==> config.mk <==
export PLATFORM = sky130hd
export DESIGN_NAME = grf_wb_arbiter
export DESIGN_NICKNAME = d
export VERILOG_FILES = /design/src/rtl/grf_wb_arbiter.sv
export SDC_FILE = /design/constraint.sdc
export NUM_CORES = 1
export LEC_CHECK = 0
export BUFFER_PORTS_ARGS = -buffer_cell sky130_fd_sc_hd__buf_2
export CORE_UTILIZATION = 40
export DETAILED_ROUTE_END_ITERATION = 10
export PLACE_DENSITY_LB_ADDON = 0.2
export SYNTH_ARGS = -nofsm -noshare
export SYNTH_HDL_FRONTEND = slang
export SYNTH_SLANG_ARGS = --single-unit
==> constraint.sdc <==
create_clock -name clk -period 2.3 [get_ports clk]
set_input_delay 0.345 -clock clk [delete_from_list [all_inputs] [get_ports clk]]
set_output_delay 0.345 -clock clk [all_outputs]
set_load 0.01 [all_outputs]
==> src/rtl/grf_wb_arbiter.sv <==
`default_nettype none
// ============================================================================
// Module      : grf_wb_arbiter
// Description : Arbitrates the single GRF write port between the pipeline
//               W stage (primary, fixed priority, never back-pressured) and a
//               long-latency result source (secondary, valid/ready) buffered
//               in a small FIFO. Keeps a per-register scoreboard of results
//               still outstanding and requests a one-cycle pipeline freeze
//               when the FIFO head has been starved for too long.
//
// Parameters  : DEPTH      - secondary FIFO entries (power of 2, >= 2)
//               STARVE_MAX - blocked cycles tolerated before stall_req (>= 1)
//
// Ports       : clk, reset                 - clock, sync active-high reset
//               w_we/w_a3/w_wd/w_pc        - W-stage write request
//               s_valid/s_ready/s_a3/s_wd/s_pc - secondary result handshake
//               iss_valid/iss_a3           - long-latency issue, marks pending
//               q_a1/q_a2 -> busy1/busy2   - scoreboard read queries
//               stall_req                  - freeze pipeline so the head drains
//               grf_we/grf_a3/grf_wd/grf_pc - GRF write port (pc for trace)
//
// Options     : GRF_WB_TRACE_EN - when defined, prints every committed
//               non-zero-register write (simulation only).
//
// Revision    : 1.0 - initial release
// ============================================================================
module grf_wb_arbiter #(
    parameter int DEPTH      = 2,
    parameter int STARVE_MAX = 4
) (
    input  logic        clk,
    input  logic        reset,
    input  logic        w_we,
    input  logic [4:0]  w_a3,
    input  logic [31:0] w_wd,
    input  logic [31:0] w_pc,
    input  logic        s_valid,
    output logic        s_ready,
    input  logic [4:0]  s_a3,
    input  logic [31:0] s_wd,
    input  logic [31:0] s_pc,
    input  logic        iss_valid,
    input  logic [4:0]  iss_a3,
    input  logic [4:0]  q_a1,
    input  logic [4:0]  q_a2,
    output logic        busy1,
    output logic        busy2,
    output logic        stall_req,
    output logic        grf_we,
    output logic [4:0]  grf_a3,
    output logic [31:0] grf_wd,
    output logic [31:0] grf_pc
);

    localparam int c_PTR_W   = (DEPTH > 1) ? $clog2(DEPTH) : 1;
    localparam int c_CNT_W   = $clog2(DEPTH + 1);
    localparam int c_STARVE_W = $clog2(STARVE_MAX + 1);

    localparam logic [c_CNT_W-1:0]    c_DEPTH_CNT  = c_CNT_W'(DEPTH);
    localparam logic [c_STARVE_W-1:0] c_STARVE_LIM = c_STARVE_W'(STARVE_MAX);

    typedef struct packed {
        logic [4:0]  a3;
        logic [31:0] wd;
        logic [31:0] pc;
    } entry_t;

    // ------------------------------------------------------------------------
    // State
    // ------------------------------------------------------------------------
    entry_t                r_fifo_q [DEPTH];
    entry_t                w_fifo_d [DEPTH];
    logic [c_PTR_W-1:0]    r_wr_ptr_q, w_wr_ptr_d;
    logic [c_PTR_W-1:0]    r_rd_ptr_q, w_rd_ptr_d;
    logic [c_CNT_W-1:0]    r_count_q,  w_count_d;
    logic [31:0]           r_pending_q, w_pending_d;
    logic [c_STARVE_W-1:0] r_starve_q, w_starve_d;

    logic   w_push;
    logic   w_pop;
    logic   w_not_empty;
    entry_t w_head;

    assign w_not_empty = (r_count_q != '0);
    assign w_head      = r_fifo_q[r_rd_ptr_q];

    // Readiness depends only on the registered count: a same-cycle pop does
    // not free a slot, so there is no combinational path from w_we to s_ready.
    assign s_ready = (r_count_q < c_DEPTH_CNT);
    assign w_push  = s_valid & s_ready;
    // The head commits whenever the W stage leaves the port idle.
    assign w_pop   = ~w_we & w_not_empty;

    // ------------------------------------------------------------------------
    // GRF port grant
    // ------------------------------------------------------------------------
    always_comb begin
        grf_we = 1'b0;
        grf_a3 = 5'd0;
        grf_wd = 32'd0;
        grf_pc = 32'd0;
        if (w_we) begin
            grf_we = 1'b1;
            grf_a3 = w_a3;
            grf_wd = w_wd;
            grf_pc = w_pc;
        end else if (w_not_empty) begin
            grf_we = 1'b1;
            grf_a3 = w_head.a3;
            grf_wd = w_head.wd;
            grf_pc = w_head.pc;
        end
    end

    // ------------------------------------------------------------------------
    // Scoreboard queries and starvation request
    // ------------------------------------------------------------------------
    assign busy1     = r_pending_q[q_a1] & (q_a1 != 5'd0);
    assign busy2     = r_pending_q[q_a2] & (q_a2 != 5'd0);
    assign stall_req = (r_starve_q >= c_STARVE_LIM);

    // ------------------------------------------------------------------------
    // Next-state logic
    // ------------------------------------------------------------------------
    always_comb begin
        w_fifo_d   = r_fifo_q;
        w_wr_ptr_d = r_wr_ptr_q;
        w_rd_ptr_d = r_rd_ptr_q;
        w_count_d  = r_count_q;

        if (w_push) begin
            w_fifo_d[r_wr_ptr_q] = '{a3: s_a3, wd: s_wd, pc: s_pc};
            // DEPTH is a power of two, so natural overflow wraps the pointer.
            w_wr_ptr_d = r_wr_ptr_q + c_PTR_W'(1);
        end
        if (w_pop) begin
            w_rd_ptr_d = r_rd_ptr_q + c_PTR_W'(1);
        end

        case ({w_push, w_pop})
            2'b10:   w_count_d = r_count_q + c_CNT_W'(1);
            2'b01:   w_count_d = r_count_q - c_CNT_W'(1);
            default: w_count_d = r_count_q;
        endcase
    end

    always_comb begin
        w_pending_d = r_pending_q;
        if (w_pop) begin
            w_pending_d[w_head.a3] = 1'b0;
        end
        // Applied after the clear so that a same-cycle issue wins.
        if (iss_valid && (iss_a3 != 5'd0)) begin
            w_pending_d[iss_a3] = 1'b1;
        end
    end

    always_comb begin
        w_starve_d = r_starve_q;
        if (!w_not_empty || w_pop) begin
            w_starve_d = '0;
        end else if (r_starve_q != c_STARVE_LIM) begin
            // Saturates so a misbehaving W stage cannot wrap the counter
            // and silently drop the freeze request.
            w_starve_d = r_starve_q + c_STARVE_W'(1);
        end
    end

    // ------------------------------------------------------------------------
    // Registers
    // ------------------------------------------------------------------------
    always_ff @(posedge clk) begin
        if (reset) begin
            for (int i = 0; i < DEPTH; i++) begin
                r_fifo_q[i] <= '0;
            end
            r_wr_ptr_q  <= '0;
            r_rd_ptr_q  <= '0;
            r_count_q   <= '0;
            r_pending_q <= '0;
            r_starve_q  <= '0;
        end else begin
            for (int i = 0; i < DEPTH; i++) begin
                r_fifo_q[i] <= w_fifo_d[i];
            end
            r_wr_ptr_q  <= w_wr_ptr_d;
            r_rd_ptr_q  <= w_rd_ptr_d;
            r_count_q   <= w_count_d;
            r_pending_q <= w_pending_d;
            r_starve_q  <= w_starve_d;
        end
    end

    // ------------------------------------------------------------------------
    // Commit trace
    // ------------------------------------------------------------------------
`ifdef GRF_WB_TRACE_EN
    always @(posedge clk) begin
        if (grf_we && (grf_a3 != 5'd0)) begin
            $display("%d@%h: $%d <= %h", $time, grf_pc, grf_a3, grf_wd);
        end
    end
`else
    // Trace disabled: no simulation-only code is elaborated.
`endif

endmodule
`default_nettype wire
==> summary.md, run 1 <==
| Metric | Value |
|---|---|
| Worst setup EP type | output pin |
| Root cell of the clock tree | sky130_fd_sc_hd__clkbuf_16 |
| Initial antenna violation count | 1 |
| Die area | 21500 um2 |
| Category of the worst setup path launch point | register |
| Horiz. Die Dim | 147 um |
| Setup clock skew after layout | 13.0 ps |
| Final setup violating endpoints | 1 |
| Clock-pin slew of the registers on the worst-case setup and hold paths | 80 ps |
| Clock tree from TritonCTS | done |
| Net count reported at finish | 1451 |
| Insertion delay to the later sink of the worst-skew pair | 440 ps |
| Status | complete, but fails checks |
| Worst-path cell with the longest stage delay | sky130_fd_sc_hd__or4_1 |
| Number of slew-limit violations in the final report | 0 |
| Largest net degree at the start of global routing | 85 |
| Internal power summed over all cells | 6080 uW |
| Placed cell areas | 9780 um2 |
| CP required | 1960 ps |
| Number of violations reported at the end of detailed-routing iteration 0 | 391 |
| Maximum VDD drop | 0.586 mV |
| Maximum operating frequency | 405 MHz |
| Fraction of layout instances using a drive strength above 1 | 24.5% |
| Drt total wl | 23600 um |
| GRT Overall Usage | 22.2% |
| Hold buffers post-CTS | 0 |
| Total global routing overflow | 0 |
| Share of the clock period used by the worst path | 107% |
| Fraction of power spent switching nets | 34.2% |
| Post-route cell area | 10500 um2 |
| CP Cell Sequence | mux4_2, mux2i_1, nor3b_1, or4_1, buf_2 |
| Data arrival time of the critical path | 2120 ps |
| Number of enable-type register cells in the synthesized netlist | 0 |
| Top_reg_cell synth | sky130_fd_sc_hd__dfxtp_1 |
| Combinational share of power | 27.6% |
| HPWL after DPL | 15700 um |
| Height of the chip | 147 um |
| Maximum buffer depth of the clock tree | 2 |
| Reported leakage power | 0.00415 uW |
| Area contributors post-synth | sky130_fd_sc_hd__dfxtp_1 (42%), sky130_fd_sc_hd__nand2_1 (17%), sky130_fd_sc_hd__a21oi_1 (10%) |
| Drt first pass iters | 5 |
| Count of standard-cell rows | 52 |
| Via count of the first global-routing pass | 7449 |
| Area overhead of the layout relative to synthesis | 25.2% |
| Placeable Area | 20400 um2 |
| Largest fanout on the critical path | 3 |
| Routed wire per std cell | 15.0 um |
| RD Place Congestion | 0.858 |
| Post-synthesis instance area | 8370 um2 |
| Final-layout fill cell count | 2031 |
| Switching component of the power | 3160 uW |
| Mean number of vias per cell | 5.12 |
| H-tree depth reported by CTS | 4 |
| Setup slack of the critical path after layout | -167 ps |
| Number of distinct library cells after synthesis | 36 |
| First-pass GRT wire length | 38000 um |
| Post-detailed-route count of antenna-violating nets | 0 |
| Total count of hold-check failures in the final report | 0 |
| Sequential Power Share | 39.4% |
| Transition time at the pin with the least slew margin | 709 ps |
| Setup repair after global routing missed its margin | yes |
| I/O pin total | 232 |
| Synth Net Count | 1256 |
| Crit path largest cell delay | 500 ps |
| Proportion of register bits with asynchronous set or reset after synthesis | 0% |
| Pwr dens | 882 nW/um2 |
| Number of clock sinks | 177 |
| Starting utilization of the core area | 41.1% |
| Top cell type by total area after synthesis | sky130_fd_sc_hd__dfxtp_1 |
| Max-capacitance violation count | 0 |
| Area share of the largest cell type after synthesis | 42.3% |
| Portion of the post-synthesis area used by sequential elements | 42.3% |
| Violations in the final reports | setup timing |
| Total via count in the routed design | 8055 |
| Clock Power Share | 33.0% |
| DRC errors left | 0 |
| Syn Inst Count | 1095 |
| Time the final worst path needs with I/O delays and setup | 2470 ps |
| Synthesized flop and latch total | 177 |
| Number of warning messages in the yosys log | 0 |
| Hold WC Path Type | input pin to register |
| Num CTS Buffers | 17 |
| Mean instance size in the synthesized netlist | 7.65 um2 |
| Class of the most critical setup path | register to output pin |
| PortBufs | 231 |
| Worst slew margin relative to its limit | 52.8% |
| Total Power | 9240 uW |
## critical path, delay by kind of cell, from the launching register on
family                 cells  cell delay (ps)
muxes                      2              640
and+or+nand+nor            2              570
DFF                        1              340
buffers and inverters      1              150
## cell families (layout without fill, tap and decap cells)
family / Yosys count / in the layout / share of synthesized area, %
other: 0 / 1 / 0
flip-flops: 177 / 177 / 42.3
AND/OR/NAND/NOR: 438 / 438 / 21.1
AO/OA/AOI/OAI: 291 / 292 / 17.6
adder cells (fa/ha/maj): 3 / 3 / 0.448
buffers and inverters: 89 / 296 / 4.48
multiplexers: 93 / 93 / 13.6
XOR/XNOR: 4 / 4 / 0.418
## placed cells by master (no fill, tap or decap), types with 6 or more instances in the layout
cell and instances:
sky130_fd_sc_hd__and3b_1 6, sky130_fd_sc_hd__o21ai_0 109, sky130_fd_sc_hd__nor2_1 13, sky130_fd_sc_hd__mux4_2 14, sky130_fd_sc_hd__mux2i_1 74, sky130_fd_sc_hd__clkbuf_16 17
sky130_fd_sc_hd__a21oi_1 172, sky130_fd_sc_hd__dfxtp_1 172, sky130_fd_sc_hd__nand2_1 383, sky130_fd_sc_hd__nor3b_1 8, sky130_fd_sc_hd__buf_2 230, sky130_fd_sc_hd__buf_4 22
## cell usage after synthesis (2+ instances only)
master / number
sky130_fd_sc_hd__nand2b_1: 4
sky130_fd_sc_hd__buf_1: 4
sky130_fd_sc_hd__nand2_1: 383
sky130_fd_sc_hd__nand3_1: 3
sky130_fd_sc_hd__dfxtp_1: 177
sky130_fd_sc_hd__buf_6: 3
sky130_fd_sc_hd__mux4_1: 2
sky130_fd_sc_hd__o211ai_1: 2
sky130_fd_sc_hd__mux4_2: 14
sky130_fd_sc_hd__xnor2_1: 3
sky130_fd_sc_hd__o21ai_1: 4
sky130_fd_sc_hd__nor2_1: 14
sky130_fd_sc_hd__inv_1: 5
sky130_fd_sc_hd__o21ai_0: 109
sky130_fd_sc_hd__buf_2: 15
sky130_fd_sc_hd__nor2b_1: 3
sky130_fd_sc_hd__nor3b_1: 8
sky130_fd_sc_hd__a21oi_1: 172
sky130_fd_sc_hd__and3_1: 3
sky130_fd_sc_hd__mux2i_1: 74
sky130_fd_sc_hd__clkbuf_1: 62
sky130_fd_sc_hd__nor3_1: 5
sky130_fd_sc_hd__and3b_1: 6
sky130_fd_sc_hd__ha_1: 3
sky130_fd_sc_hd__nor4_1: 3
sky130_fd_sc_hd__or3_1: 2
sky130_fd_sc_hd__mux2_2: 3
## stage by stage
stage	TNS [ps]	util, %	cells	setup WS [ps]	hold slack [ps]
2_1_floorplan	0	-	1095	261	436
3_3_place_gp	-11.5	48.0	1536	-11.5	441
3_5_place_dp	-5.86	48.0	1536	-5.86	446
4_1_cts	-187	51.3	1570	-187	132
5_1_grt	-248	51.5	1573	-248	139
6_report	-167	51.5	1574	-167	147
## power by group through the flow
stage	Sequential, uW	Clock (uW)	Combinational (uW)
6_report	3650	3050	2550
5_1_grt	3690	3240	2820
4_1_cts	3660	3100	2530
3_5_place_dp	3710	0	2440
3_3_place_gp	3700	0	2430
2_1_floorplan	3590	0	1680
## cell type report
cell class,instances,area [um2],area share (%)
Multi-Input combinational cell,830,4490,42.8
Sequential cell,177,3550,33.9
Tap cell,270,338,3.22
Inverter,5,18.8,0.179
Clock buffer,17,425,4.06
Timing Repair Buffer,259,1460,14.0
Antenna cell,1,2.50,0.0239
Clock inverter,15,191,1.83
## final timing paths
path / end / startpoint / slack (ps) / depth (start not counted)
worst max-delay path: busy2 / r_pending_q[15] / -170 / 5
worst min-delay path: r_fifo_q[89] / s_pc[20] / 150 / 3
worst min register to register: r_fifo_q[54] / r_fifo_q[54] / 450 / 2
worst max register to register: r_count_q[1] / r_count_q[1] / 370 / 6
## timing repair
| action | CTS | global route |
|---|---|---|
| gates cloned | 2 | 0 |
| setup buffers | 0 | 3 |
| pin swaps | 2 | 1 |
| endpoints found under the setup margin | 5 | 42 |
| resized for setup | 3 | 2 |
## layer usage
metal / vias to the layer above / track usage, % / share of wire, % / wire [um]
met3: 13 / 4.72 / 6.1 / 1450
met1: 3715 / 28.7 / 45 / 10600
met5: - / 0 / 0 / 0
li1: 4097 / - / - / -
met4: 0 / 5.78 / 0.87 / 204
met2: 230 / 37.3 / 48 / 11300
## flip-flops by register name, indices dropped and copies added (netlist names)
register / cells
r_fifo_q: 138
r_count_q: 2
r_starve_q: 3
r_wr_ptr_q: 1
r_pending_q: 32
r_rd_ptr_q: 1
No activity file was read; power rests on OpenSTA's default activity.
==> run 2: changes to the inputs <==
--- a/config.mk
+++ b/config.mk
@@ -5,10 +5,12 @@
 export SDC_FILE = /design/constraint.sdc
 export NUM_CORES = 1
 export LEC_CHECK = 0
+export ABC_AREA = 1
 export BUFFER_PORTS_ARGS = -buffer_cell sky130_fd_sc_hd__buf_2
 export CORE_UTILIZATION = 40
 export DETAILED_ROUTE_END_ITERATION = 10
 export PLACE_DENSITY_LB_ADDON = 0.2
+export SKIP_CTS_REPAIR_TIMING = 1
 export SYNTH_ARGS = -nofsm -noshare
 export SYNTH_HDL_FRONTEND = slang
 export SYNTH_SLANG_ARGS = --single-unit
==> run 2 against run 1 <==
- the flow now finishes without violations
- worst hold slack better by 16 ps
- area after synthesis up 5.1%
- critical path depth up 1
- sequential share of layout area down 0.82 points
- total power up 4.5%
- worst setup slack better by 300 ps
- count of clock-buffer cells in the layout unchanged
- sequential cell count unchanged
- largest cell class unchanged
==> summary.md, run 2 <==
| Metric | Value |
|---|---|
| Status | completed |
| Final setup violating endpoints | 0 (-1) |
| Crit path largest cell delay | 350 ps (-150 ps) |
| Transition time at the pin with the least slew margin | 771 ps (+62.1 ps) |
| Reported leakage power | 0.00469 uW (+13%) |
| Post-detailed-route count of antenna-violating nets | 0 (unchanged) |
| Area contributors post-synth | sky130_fd_sc_hd__dfxtp_1 (40%), sky130_fd_sc_hd__o21ai_0 (15%), sky130_fd_sc_hd__nand2_1 (11%) |
| Setup clock skew after layout | 9.25 ps (-3.74 ps) |
| Portion of the post-synthesis area used by sequential elements | 40.3% (-2.1 points) |
| Net count reported at finish | 1662 (+15%) |
| Die area | 22600 um2 (+5.0%) |
| Final-layout fill cell count | 2214 (+9.0%) |
| Max-capacitance violation count | 0 (unchanged) |
| Maximum operating frequency | 461 MHz (+14%) |
| Horiz. Die Dim | 150 um (+2.5%) |
| Number of clock sinks | 177 (unchanged) |
| Number of distinct library cells after synthesis | 29 (-19%) |
| Largest net degree at the start of global routing | 140 (+65%) |
| Largest registers | r_fifo_q: 138 flops, r_pending_q: 32 flops, r_starve_q: 3 flops |
| Final total negative setup slack | 0 ps (+167 ps) |
| Commonest non-fill, non-tap cell in the layout | sky130_fd_sc_hd__o21ai_0 |
| Starting utilization of the core area | 41.3% (+0.23 points) |
| CP Cell Sequence | nor2_2, inv_2, nand2_4, buf_4, o21ai_0, buf_2 |
| Placeable Area | 21300 um2 (+4.5%) |
| Post-route cell area | 10700 um2 (+2.3%) |
| Final cell utilization of the core | 50.4% (-1.1 points) |
| Top cell type by total area after synthesis | sky130_fd_sc_hd__dfxtp_1 |
| Post-synthesis instance area | 8800 um2 (+5.1%) |
| Via count of the first global-routing pass | 7654 (+2.8%) |
| CP required | 1960 ps (about the same) |
| Worst slew margin relative to its limit | 48.4% (-4.3 points) |
| Area share of the largest cell type after synthesis | 40.3% (-2.1 points) |
| Area overhead of the layout relative to synthesis | 21.9% |
| Maximum buffer depth of the clock tree | 2 (unchanged) |
| Drt first pass iters | 5 (unchanged) |
| Drt total wl | 24600 um (+4.6%) |
| Time the final worst path needs with I/O delays and setup | 2170 ps (-298 ps) |
| Proportion of register bits with asynchronous set or reset after synthesis | 0% (unchanged) |
| Mean instance size in the synthesized netlist | 6.67 um2 (-13%) |
| RD Place Congestion | 0.877 (+2.3%) |
| Maximum VDD drop | 0.511 mV (-13%) |
| Total Power | 9660 uW (+4.5%) |
| Syn Inst Count | 1320 (+21%) |
| Placed cell areas | 10100 um2 (+3.2%) |
| Number of violations reported at the end of detailed-routing iteration 0 | 469 (+20%) |
| Total area of multi-input combinational cells | 4070 um2 (-9.4%) |
| First-pass GRT wire length | 38900 um (+2.4%) |
| Fraction of layout instances using a drive strength above 1 | 20.8% (-3.7 points) |
| Routed wire per std cell | 13.8 um (-8.1%) |
| Clock tree from TritonCTS | done |
| Mean number of vias per cell | 4.94 (-3.4%) |
| Leading post-synthesis cells by instance count | sky130_fd_sc_hd__o21ai_0 (270), sky130_fd_sc_hd__nand2_1 (269), sky130_fd_sc_hd__inv_1 (190), sky130_fd_sc_hd__dfxtp_1 (177), sky130_fd_sc_hd__a21oi_1 (173) |
| Worst setup EP type | output pin |
| DRC errors left | 0 (unchanged) |
| Height of the chip | 150 um (+2.5%) |
| Most used cells in the layout excluding fill and tap cells | sky130_fd_sc_hd__o21ai_0 (270), sky130_fd_sc_hd__nand2_1 (269), sky130_fd_sc_hd__buf_2 (231), sky130_fd_sc_hd__inv_1 (190), sky130_fd_sc_hd__dfxtp_1 (176) |
| Count of standard-cell rows | 53 (+1.9%) |
| Total via count in the routed design | 8855 (+9.9%) |
| Clock-pin slew of the registers on the worst-case setup and hold paths | 70 ps (about the same) |
| Total count of hold-check failures in the final report | 0 (unchanged) |
| Class of the most critical setup path | register to output pin |
| Share of the clock period used by the worst path | 94.3% (-13 points) |
| Register with the highest flop count | r_fifo_q |
| Most instantiated library cell after synthesis | sky130_fd_sc_hd__o21ai_0 |
| Setup repair after global routing missed its margin | no |
| Largest fanout on the critical path | 19 (+16) |
| Area taken by flip-flops and latches | 3550 um2 (-0.14%) |
| HPWL after DPL | 17500 um (+12%) |
| Insertion delay to the later sink of the worst-skew pair | 430 ps (about the same) |
| GRT Overall Usage | 22.0% (-0.22 points) |
| I/O pin total | 232 (unchanged) |
| Pwr dens | 900 nW/um2 (+2.1%) |
| Root cell of the clock tree | sky130_fd_sc_hd__clkbuf_16 |
| Num CTS Buffers | 17 (unchanged) |
| H-tree depth reported by CTS | 4 (unchanged) |
| Synthesized flop and latch total | 177 (unchanged) |
| Total global routing overflow | 0 (unchanged) |
| Synth Net Count | 1481 (+18%) |
| Initial antenna violation count | 3 (+2) |
| Category of the worst setup path launch point | register |
| Hold WC Path Type | input pin to register |
| Number of enable-type register cells in the synthesized netlist | 0 (unchanged) |
| Worst-path cell with the longest stage delay | sky130_fd_sc_hd__dfxtp_1 |
| Number of slew-limit violations in the final report | 0 (unchanged) |
| Top_reg_cell synth | sky130_fd_sc_hd__dfxtp_1 |
| Data arrival time of the critical path | 1820 ps (-300 ps) |
| PortBufs | 231 (unchanged) |
| Number of flip-flops under the largest register name | 138 (unchanged) |
| Number of warning messages in the yosys log | 0 (unchanged) |
run 2: cell count changes after synthesis, moves of 32 or more:
cell,before,now
sky130_fd_sc_hd__inv_1,5,190
sky130_fd_sc_hd__o21ai_0,109,270
sky130_fd_sc_hd__nand2_1,383,269
sky130_fd_sc_hd__mux2i_1,74,0
sky130_fd_sc_hd__nand3_1,3,50
sky130_fd_sc_hd__o21ai_1,4,36
run 2: report_power, final:
part	internal, uW	leakage, uW	switching (uW)
Sequential	3520	0.00145	222
Clock	1660	0.000303	1360
Combinational	1030	0.00293	1870
Total	6200	0.00469	3460
run 2: kinds of logic after synthesis:
| kind of cell | count (synthesis) | synth area share, % |
|---|---|---|
| AO/OA/AOI/OAI | 488 | 28.3 |
| AND/OR/NAND/NOR | 361 | 17.1 |
| buffers and inverters | 289 | 13.6 |
| flip-flops | 177 | 40.3 |
| adder cells (fa/ha/maj) | 3 | 0.427 |
| XOR/XNOR | 2 | 0.199 |
run 2: stage by stage:
step / hold slack [ps] / cells / setup WS, ps
finish: 162 / 1791 / 131
global route: 159 / 1790 / 22.9
CTS: 140 / 1788 / -2.23
detailed placement: 430 / 1756 / 485
global placement: 426 / 1756 / 486
floorplan: 419 / 1320 / 743
run 2: cell type report:
cell class	instances	area share, %
clock inverters	15	1.74
flip-flops and latches	177	33.1
clock buffers	17	3.97
diodes	2	0.0467
well taps	275	3.21
multi-input cells	854	37.9
inverters	201	7.06
repair buffers	250	13.0
run 2: final timing paths:
kind / start / to / slack [ps] / cells after the start
setup reg to reg: r_count_q[0] / r_pending_q[22] / 590 / 8
setup / recovery: r_count_q[0] / grf_a3[0] / 130 / 6
hold reg to reg: r_fifo_q[79] / r_fifo_q[79] / 440 / 2
hold / removal: s_a3[2] / r_fifo_q[66] / 160 / 3
run 2: worst max-delay path: cells and delay by family, from the launching register on:
kind / cells / cell delay [ps]
AOI/OAI and AO/OA: 1 / 160
buffers and inverters: 3 / 510
DFF: 1 / 350
and+or+nand+nor: 2 / 360
run 2: metal layers:
layer	vias to the layer above	wire length, um	global-route usage, %
met5	-	13	0
li1	4631	-	-
met3	28	1370	4.73
met1	3965	11400	29.7
met2	229	11400	35.1
met4	2	391	6.16
==> run 3: changes to the inputs <==
--- a/config.mk
+++ b/config.mk
@@ -6,9 +6,10 @@
 export NUM_CORES = 1
 export LEC_CHECK = 0
 export ABC_AREA = 1
-export BUFFER_PORTS_ARGS = -buffer_cell sky130_fd_sc_hd__buf_2
+export CORE_MARGIN = 2
 export CORE_UTILIZATION = 40
 export DETAILED_ROUTE_END_ITERATION = 10
+export DONT_BUFFER_PORTS = 1
 export PLACE_DENSITY_LB_ADDON = 0.2
 export SKIP_CTS_REPAIR_TIMING = 1
 export SYNTH_ARGS = -nofsm -noshare
==> run 3 against run 2 <==
- largest power group unchanged
- cell count fell by 13%
- critical path depth is 2 lower
- combinational power fell by 13%
- total power decreased by 4.6%
- worst setup slack better by 79 ps
==> summary.md, run 3 (synthesis gave the netlist of run 2 again) <==
| Metric | Value |
|---|---|
| Clock Power Share | 32.2% (+0.9 points) |
| Maximum operating frequency | 479 MHz (+3.8%) |
| Placeable Area | 21700 um2 (+1.9%) |
| Fraction of power spent switching nets | 36.1% (+0.36 points) |
| Post-detailed-route count of antenna-violating nets | 0 (unchanged) |
| Commonest non-fill, non-tap cell in the layout | sky130_fd_sc_hd__o21ai_0 |
| DRC errors left | 0 (unchanged) |
| Initial antenna violation count | 0 (-3) |
| Number of clock sinks | 177 (unchanged) |
| Status | completed |
| Maximum buffer depth of the clock tree | 2 (unchanged) |
| Class of the most critical setup path | register to output pin |
| Fraction of layout instances using a drive strength above 1 | 6.40% (-14 points) |
| CP required | 1960 ps (about the same) |
| Total global routing overflow | 0 (unchanged) |
| Height of the chip | 152 um (+1.3%) |
| RD Place Congestion | 0.819 (-6.6%) |
| Worst slew margin relative to its limit | 48.0% (-0.47 points) |
| Drt first pass iters | 5 (unchanged) |
| Most used cells in the layout excluding fill and tap cells | sky130_fd_sc_hd__o21ai_0 (270), sky130_fd_sc_hd__nand2_1 (269), sky130_fd_sc_hd__inv_1 (190), sky130_fd_sc_hd__dfxtp_1 (176), sky130_fd_sc_hd__a21oi_1 (173) |
| Setup repair after global routing missed its margin | no |
| Data arrival time of the critical path | 1740 ps (-80 ps) |
| Post-Place Worst Slack | 376 ps (-109 ps) |
| Drt total wl | 23800 um (-3.4%) |
| Starting utilization of the core area | 40.6% (-0.77 points) |
| Horiz. Die Dim | 152 um (+1.3%) |
| First-pass GRT wire length | 38000 um (-2.5%) |
| Total count of hold-check failures in the final report | 0 (unchanged) |
| Final antenna diode count | 0 (-2) |
| Largest registers | r_fifo_q: 138 flops, r_pending_q: 32 flops, r_starve_q: 3 flops |
| Register with the highest flop count | r_fifo_q |
| Final setup violating endpoints | 0 (unchanged) |
| Hold depth | 2 (-1) |
| Count of standard-cell rows | 54 (+1.9%) |
| Internal power summed over all cells | 5890 uW (-5.1%) |
| Setup slack of the critical path after layout | 210 ps (+78.9 ps) |
| PortBufs | 0 (-100%) |
| Clock-pin slew of the registers on the worst-case setup and hold paths | 70 ps (about the same) |
| Transition time at the pin with the least slew margin | 778 ps (+7.05 ps) |
| Number of slew-limit violations in the final report | 0 (unchanged) |
| Sequential Power Share | 40.5% (+1.8 points) |
| Setup clock skew after layout | 15.3 ps (+6.01 ps) |
| Pwr dens | 965 nW/um2 (+7.1%) |
| Time the final worst path needs with I/O delays and setup | 2090 ps (-78.9 ps) |
| Clock tree from TritonCTS | done |
| Switching component of the power | 3330 uW (-3.6%) |
| Routed wire per std cell | 15.2 um (+11%) |
| Logic depth of the worst register-to-register path | 7 (-1) |
| Final cell utilization of the core | 44.1% (-6.3 points) |
| Net count reported at finish | 1429 (-14%) |
| Hold WC Path Type | input pin to register |
| Number of flip-flops under the largest register name | 138 (unchanged) |
| Share of the clock period used by the worst path | 90.9% (-3.4 points) |
| Insertion delay to the later sink of the worst-skew pair | 430 ps (about the same) |
| Die area | 23200 um2 (+2.7%) |
| Number of violations reported at the end of detailed-routing iteration 0 | 498 (+6.2%) |
| H-tree depth reported by CTS | 4 (unchanged) |
| Largest fanout on the critical path | 70 (+51) |
| Combinational share of power | 27.3% (-2.7 points) |
| Maximum VDD drop | 0.465 mV (-8.9%) |
| Worst setup EP type | output pin |
| Num CTS Buffers | 17 (unchanged) |
| Largest net degree at the start of global routing | 92 (-34%) |
| GRT Overall Usage | 20.0% (-2.0 points) |
| I/O pin total | 232 (unchanged) |
| HPWL after DPL | 16100 um (-7.9%) |
| Final total negative setup slack | 0 ps (unchanged) |
| Mean number of vias per cell | 5.13 (+3.8%) |
| Reported leakage power | 0.00371 uW (-21%) |
| Area overhead of the layout relative to synthesis | 8.56% |
| Root cell of the clock tree | sky130_fd_sc_hd__clkbuf_16 |
| Max-capacitance violation count | 0 (unchanged) |
| Total via count in the routed design | 8012 (-9.5%) |
| Category of the worst setup path launch point | register |
| Via count of the first global-routing pass | 7220 (-5.7%) |
-- run 3: cell types whose count changed in the layout (fill, tap and decap cells not counted), sizes merged --
cell      before  now
clkbuf        17   18
clkinvlp       0    1
buf          250   17
diode          2    0
clkinv         7    6
bufinv         2    1
-- run 3: worst max-delay path: stages (launching register included) --
cell and delay (ps):
sky130_fd_sc_hd__dfxtp_1 400, sky130_fd_sc_hd__nor2_2 80, sky130_fd_sc_hd__inv_2 100, sky130_fd_sc_hd__nand2_8 220
sky130_fd_sc_hd__o21ai_0 480
-- run 3: metal layers --
layer | part of all wire (%) | track usage [%] | up-vias
li1 | - | - | 4164
met1 | 46 | 26.4 | 3607
met2 | 46 | 32.5 | 214
met3 | 6.0 | 4.84 | 27
met4 | 2.1 | 6.10 | 0
met5 | 0 | 0 | -
-- run 3: power by group through the flow --
stage / Clock (uW) / Combinational (uW) / Sequential (uW)
2_1_floorplan: 0 / 2030 / 3710
3_5_place_dp: 0 / 2420 / 3860
4_1_cts: 3050 / 2430 / 3790
6_report: 2960 / 2520 / 3740
5_1_grt: 3170 / 2900 / 3790
3_3_place_gp: 0 / 2380 / 3860
-- run 3: through the flow --
stage / area (um2) / total power [uW] / hold slack (ps) / cells
global placement: 8890 / 6240 / 423 / 1526
floorplan: 8800 / 5750 / 419 / 1320
detailed placement: 8890 / 6280 / 426 / 1526
CTS: 9490 / 9270 / -32.1 / 1558
global route: 9550 / 9860 / 42.5 / 1561
finish: 9550 / 9220 / 60.8 / 1561
-- run 3: worst paths after layout --
check / slack (ps) / endpoint / startpoint
worst min register to register: 440 / r_fifo_q[72] / r_fifo_q[72]
worst min-delay path: 60 / r_fifo_q[64] / s_a3[0]
worst max register to register: 570 / r_fifo_q[61] / r_count_q[1]
worst max-delay path: 210 / grf_wd[14] / r_count_q[0]
-- run 3: layout make-up --
| class | count | area [um2] |
|---|---|---|
| timing repair buffer | 17 | 219 |
| tap | 280 | 350 |
| fill | 2268 | 12100 |
| clock inverter | 14 | 163 |
| inverter | 201 | 758 |
| clock buffer | 18 | 439 |
| multi-input combinational | 854 | 4080 |
| sequential | 177 | 3550 |
